## src/rtl/alu_operand_issue.sv

```systemverilog
// ID/EX operand issue stage: register file, EX/WB forwarding, load-use bubbles
// and the registered a/b/op interface into the ALU.
module alu_operand_issue #(
    parameter int          XLEN       = 32,
    parameter int          NREG       = 32,
    parameter int          LOAD_STALL = 1,
    parameter logic [4:0]  NOP_OP     = 5'b00000
) (
    input  logic            clk,
    input  logic            rst,
    input  logic            id_valid,
    input  logic [4:0]      id_rs1,
    input  logic [4:0]      id_rs2,
    input  logic [4:0]      id_rd,
    input  logic [4:0]      id_op,
    input  logic [XLEN-1:0] id_imm,
    input  logic            id_use_imm,
    input  logic            id_is_load,
    input  logic            flush,
    input  logic            ex_wen,
    input  logic [4:0]      ex_rd_in,
    input  logic            ex_is_load_in,
    input  logic [XLEN-1:0] ex_result,
    input  logic            wb_en,
    input  logic [4:0]      wb_addr,
    input  logic [XLEN-1:0] wb_data,
    output logic            stall,
    output logic [XLEN-1:0] a,
    output logic [XLEN-1:0] b,
    output logic [4:0]      op,
    output logic [4:0]      ex_rd,
    output logic            ex_load,
    output logic            ex_valid
);

    typedef enum logic {RUN, STALL} state_t;

    state_t          state;
    logic [1:0]      cnt;
    logic [XLEN-1:0] regs [NREG];
    logic [XLEN-1:0] rs1_val;
    logic [XLEN-1:0] rs2_val;
    logic            hazard;
    logic            bubble;

    // Forwarding priority: r0, then a non-load EX result, then the WB write, then the file.
    always_comb begin
        rs1_val = regs[id_rs1];
        if (id_rs1 == 5'd0)
            rs1_val = '0;
        else if (ex_wen && ex_rd_in == id_rs1 && !ex_is_load_in)
            rs1_val = ex_result;
        else if (wb_en && wb_addr == id_rs1)
            rs1_val = wb_data;

        rs2_val = regs[id_rs2];
        if (id_use_imm)
            rs2_val = id_imm;
        else if (id_rs2 == 5'd0)
            rs2_val = '0;
        else if (ex_wen && ex_rd_in == id_rs2 && !ex_is_load_in)
            rs2_val = ex_result;
        else if (wb_en && wb_addr == id_rs2)
            rs2_val = wb_data;
    end

    assign hazard = id_valid && ex_wen && ex_is_load_in && (ex_rd_in != 5'd0) &&
                    ((ex_rd_in == id_rs1) || ((ex_rd_in == id_rs2) && !id_use_imm));
    assign bubble = flush || (state == STALL) || hazard;
    assign stall  = !rst && !flush && ((state == STALL) || hazard);

    // The hazard-detection cycle is the first bubble, so STALL only covers the
    // remaining LOAD_STALL-1 cycles and cnt holds how many follow the current one.
    always_ff @(posedge clk) begin
        if (rst) begin
            state    <= RUN;
            cnt      <= '0;
            a        <= '0;
            b        <= '0;
            op       <= NOP_OP;
            ex_rd    <= '0;
            ex_load  <= 1'b0;
            ex_valid <= 1'b0;
            for (int i = 0; i < NREG; i++)
                regs[i] <= '0;
        end else begin
            if (wb_en && wb_addr != 5'd0)
                regs[wb_addr] <= wb_data;

            if (flush) begin
                state <= RUN;
                cnt   <= '0;
            end else if (state == STALL) begin
                if (cnt == 2'd0)
                    state <= RUN;
                else
                    cnt <= cnt - 2'd1;
            end else if (hazard && LOAD_STALL > 1) begin
                state <= STALL;
                cnt   <= 2'(LOAD_STALL - 2);
            end

            if (bubble) begin
                op       <= NOP_OP;
                ex_rd    <= '0;
                ex_load  <= 1'b0;
                ex_valid <= 1'b0;
            end else begin
                a        <= rs1_val;
                b        <= rs2_val;
                op       <= id_valid ? id_op : NOP_OP;
                ex_rd    <= id_rd;
                ex_load  <= id_is_load;
                ex_valid <= id_valid;
            end
        end
    end

endmodule
```

## config.mk

```make
export PLATFORM = sky130hd
export DESIGN_NAME = alu_operand_issue
export DESIGN_NICKNAME = d
export VERILOG_FILES = /design/src/rtl/alu_operand_issue.sv
export SDC_FILE = /design/constraint.sdc
export NUM_CORES = 2
export LEC_CHECK = 0
export BUFFER_PORTS_ARGS = -buffer_cell sky130_fd_sc_hd__buf_2
export CAP_MARGIN = 20
export CORE_MARGIN = 4
export CORE_UTILIZATION = 35
export CTS_CLUSTER_SIZE = 14
export DETAILED_ROUTE_END_ITERATION = 10
export GPL_TIMING_DRIVEN = 0
export SYNTH_ARGS = -nofsm -noshare
export SYNTH_HDL_FRONTEND = slang
export SYNTH_SLANG_ARGS = --single-unit
```

## constraint.sdc

```tcl
create_clock -name clk -period 3 [get_ports clk]
set_input_delay 0.6 -clock clk [delete_from_list [all_inputs] [get_ports clk]]
set_output_delay 0.6 -clock clk [all_outputs]
set_load 0.01 [all_outputs]
```

==> flow_summary.ini <==
[placed_design]
dpl_cell_area_um2 = 62700
portBuffers = 200
hpwlAfterDp_mm = 179
place_congestion = 0.990
dp_slack_ns = -1.45

[timing]
setup_viol = 33
tightest_slew_ns = 1.29
fin_crit_ns = 3.17
fmax_ghz = 0.315
setup_slack_ns = -0.170
finalSetupTns_ns = -1.66
final-hold-violation-count = 0
finalMaxSlewViolations = 0
rsz0062_at_grt = false
finalCritPeriodShare = 1.06
fin_skew_ns = 0.0315
slew_headroom = 0.120

[setup_path]
cp_num_buf_inv = 4
crit_arrival_ns = 3.76
critPathLaunchType = input port
end_kind = flop
crit_chain = buf_2, clkbuf_1, buf_8, clkbuf_2, o221ai_1, a21oi_1, a211oi_1, o221ai_1, a211oi_1
critPathMaxFanout = 10
cp_top_family = compound AO/OA/AOI/OAI gates
rr_endpoint = b[20]$_SDFFE_PP0N_
rr_worst_depth = 6
critPathSlowestCell = o221ai_1
r2r_setup_slack_ns = 0.21
slowest_delay_ns = 0.61
critPathRequiredTime_ns = 3.59
r2r-start = regs[13][20]$_SDFFCE_PN0P_
critPathKind = in -> reg

[flow_run]
cap_violations = 0

[detailed_routing]
routed_wl_mm = 246
viasPerCell = 6.19
firstDrtPassIters = 6
postRouteAntennaNets = 0
post-route-drc-count = 0
drt_iter0_markers = 6889
wl_per_cell_um = 36.7
via_count = 41553

[power_and_ir_drop]
p_sw_mw = 10.2
switching_share = 0.267
pwr-share-clk = 0.391
p_seq_frac = 0.479
pwr_density_cell_nw_per_um2 = 570
peakVddDrop_mv = 0.586
p_int_mw = 27.9
p_comb_frac = 0.131
total_leakage_power_nw = 23.3

[logic_synthesis]
synthTopCellsByArea = edfxtp_1 (53%), mux4_2 (17%), and2_1 (11%), dfxtp_1 (2.7%), mux2i_1 (2.2%)
yosysTopAreaCellShare = 0.529
netlist_instances = 4023
syn_area_per_cell_um2 = 14.5
ys_seq_area_frac = 0.556
yosysUniqueCellTypes = 61
synth_edf_count = 1024
async_flop_share = 0
netlist_area_um2 = 58100
synth_seq_cells = 1103
synth_area_leader_cell = edfxtp_1
yosys_warnings = 0
ys.flop_type = edfxtp_1

[global_routing]
antenna_found_initial = 21
grt_use_total = 0.278
grt_pass1_vias = 40551
grt.overflow.total = 0
grt_max_degree = 33
grt_pass1_wl_mm = 331

[worst_hold_path]
hp-class = in -> reg
timing.hold.worst_endpoint = ex_load$_SDFF_PP0_
hold-path-cell-count = 2
hp-start = id_is_load

[cts]
clock-sinks = 1103
cts_buffers = 117
hold_buffers = 0
clockBufferDepth = 3
cts_max_level = 3
cts_setup_buffers = 0
cts_tree = yes
clock_latency_ns = 0.78
cts_root_buf = clkbuf_16
clkSlewWorstSetupHoldPaths_ns = 0.06

[die]
ios = 212
die_height_um = 416
die_x_um = 416
core_area_um2 = 165000
fp.dieArea_um2 = 173000
rows = 149
initial_core_util = 0.352

[final_layout]
fill_cells = 15264
layout_common_cells = edfxtp_1 (1024), and2_1 (1005), mux4_2 (448)
fin_area_um2 = 66700
utilization = 0.404
drive_above_1_share = 0.240
area_delta_synth_final_pct = 14.8
fin_nets = 4549
final_common_cell = edfxtp_1
multiInputGateArea_um2 = 23900
seq_area_um2 = 32300

[run_status]
violations = negative setup slack
outcome = finished with violations
==> per-layer routing <==
layer  vias up  track usage  part of all wire
li1      16396            -                 -
met1     21003        0.347              0.36
met2      3405        0.406              0.43
met3       733       0.0851              0.12
met4        16        0.208             0.093
met5         -            0           0.00045
==> flip-flops by register name (all words and copies together), names as in the netlist <==
name,flops
regs,1024
a,32
b,32
ex_rd,5
op,5
cnt,2
ex_load,1
ex_valid,1
state,1
==> cell type report <==
class	instances	area share
timing repair buffer	240	0.0265
buffer	446	0.0328
inverter	2	0.000112
antenna	10	0.000375
clock inverter	63	0.00964
multi-input combinational	2503	0.358
clock buffer	160	0.0475
tap	2189	0.0410
sequential	1103	0.484
==> synthesized netlist by cell type (9+ instances only) <==
| cell | number |
|---|---|
| o21ai_0 | 61 |
| buf_1 | 14 |
| buf_6 | 23 |
| nor2_1 | 112 |
| a211oi_1 | 56 |
| edfxtp_1 | 1024 |
| a21oi_1 | 64 |
| a2111oi_2 | 12 |
| clkbuf_1 | 309 |
| nand3b_1 | 9 |
| a21o_1 | 32 |
| o22ai_1 | 32 |
| or2_2 | 33 |
| a32o_1 | 33 |
| mux2i_1 | 127 |
| nand2_1 | 35 |
| dfxtp_1 | 79 |
| nand4_1 | 32 |
| nand3_1 | 38 |
| o221ai_1 | 62 |
| xor2_1 | 11 |
| a22oi_1 | 153 |
| a22o_1 | 31 |
| buf_4 | 21 |
| mux4_2 | 448 |
| xnor2_1 | 10 |
| buf_2 | 70 |
| a2111oi_0 | 20 |
| and2_1 | 1005 |
==> metrics by stage <==
stage,total power [mW],cells,hold slack (ns)
2_1_floorplan,21.0,4054,0.478
3_3_place_gp,23.1,6443,0.453
3_5_place_dp,23.3,6479,0.451
4_1_cts,37.8,6702,0.0183
5_1_grt,38.8,6711,0.0381
6_report,38.0,6716,0.0467
==> worst reg2reg max path, delay by kind of cell, from the launching register on <==
family | cells | cell delay (ns)
compound gates | 5 | 1.75
mux | 1 | 0.47
flops | 1 | 0.39
==> power by group through the flow <==
stage                     clock network (mW)  logic (mW)  registers [mW]
after floorplan                            0        2.70            18.3
after global placement                     0        4.66            18.5
after detailed placement                   0        4.80            18.5
after CTS                               14.8        4.83            18.2
after global routing                    15.5        5.05            18.3
final                                   14.9        4.97            18.2
==> repair_timing <==
item                                   4_1_cts  5_1_grt
setup endpoints to repair                   44       75
endpoints found under the hold margin        0        0
resized for setup                           36       41
gates cloned                                 0        0
pin swaps                                    0        1
==> how the worst max path moves through the flow <==
stage	slack, ns	depth (start not counted)	to	from
floorplan	0.46	8	a[11]$_SDFFE_PP0N_	id_rs1[1]
global placement	-1.55	8	b[18]$_SDFFE_PP0N_	id_rs2[4]
detailed placement	-1.45	9	b[15]$_SDFFE_PP0N_	id_rs2[1]
CTS	0.01	8	a[23]$_SDFFE_PP0N_	id_rs1[2]
global route	0.0005	8	b[20]$_SDFFE_PP0N_	id_rs2[2]
finish	-0.17	9	b[19]$_SDFFE_PP0N_	id_rs2[4]
==> cell families (layout without fill, tap and decap cells) <==
group / count (synthesis) / count (layout) / synth area share
AO/OA/AOI/OAI: 573 / 573 / 0.0743
XOR/XNOR: 21 / 21 / 0.00316
adder cells (fa/ha/maj): 1 / 1 / 0.000215
buffers and inverters: 448 / 911 / 0.0368
flip-flops: 1103 / 1103 / 0.556
multiplexers: 577 / 577 / 0.196
other: 1 / 42 / 0.0000645
AND/OR/NAND/NOR: 1299 / 1299 / 0.133
Power figures use the tool's default switching activity.
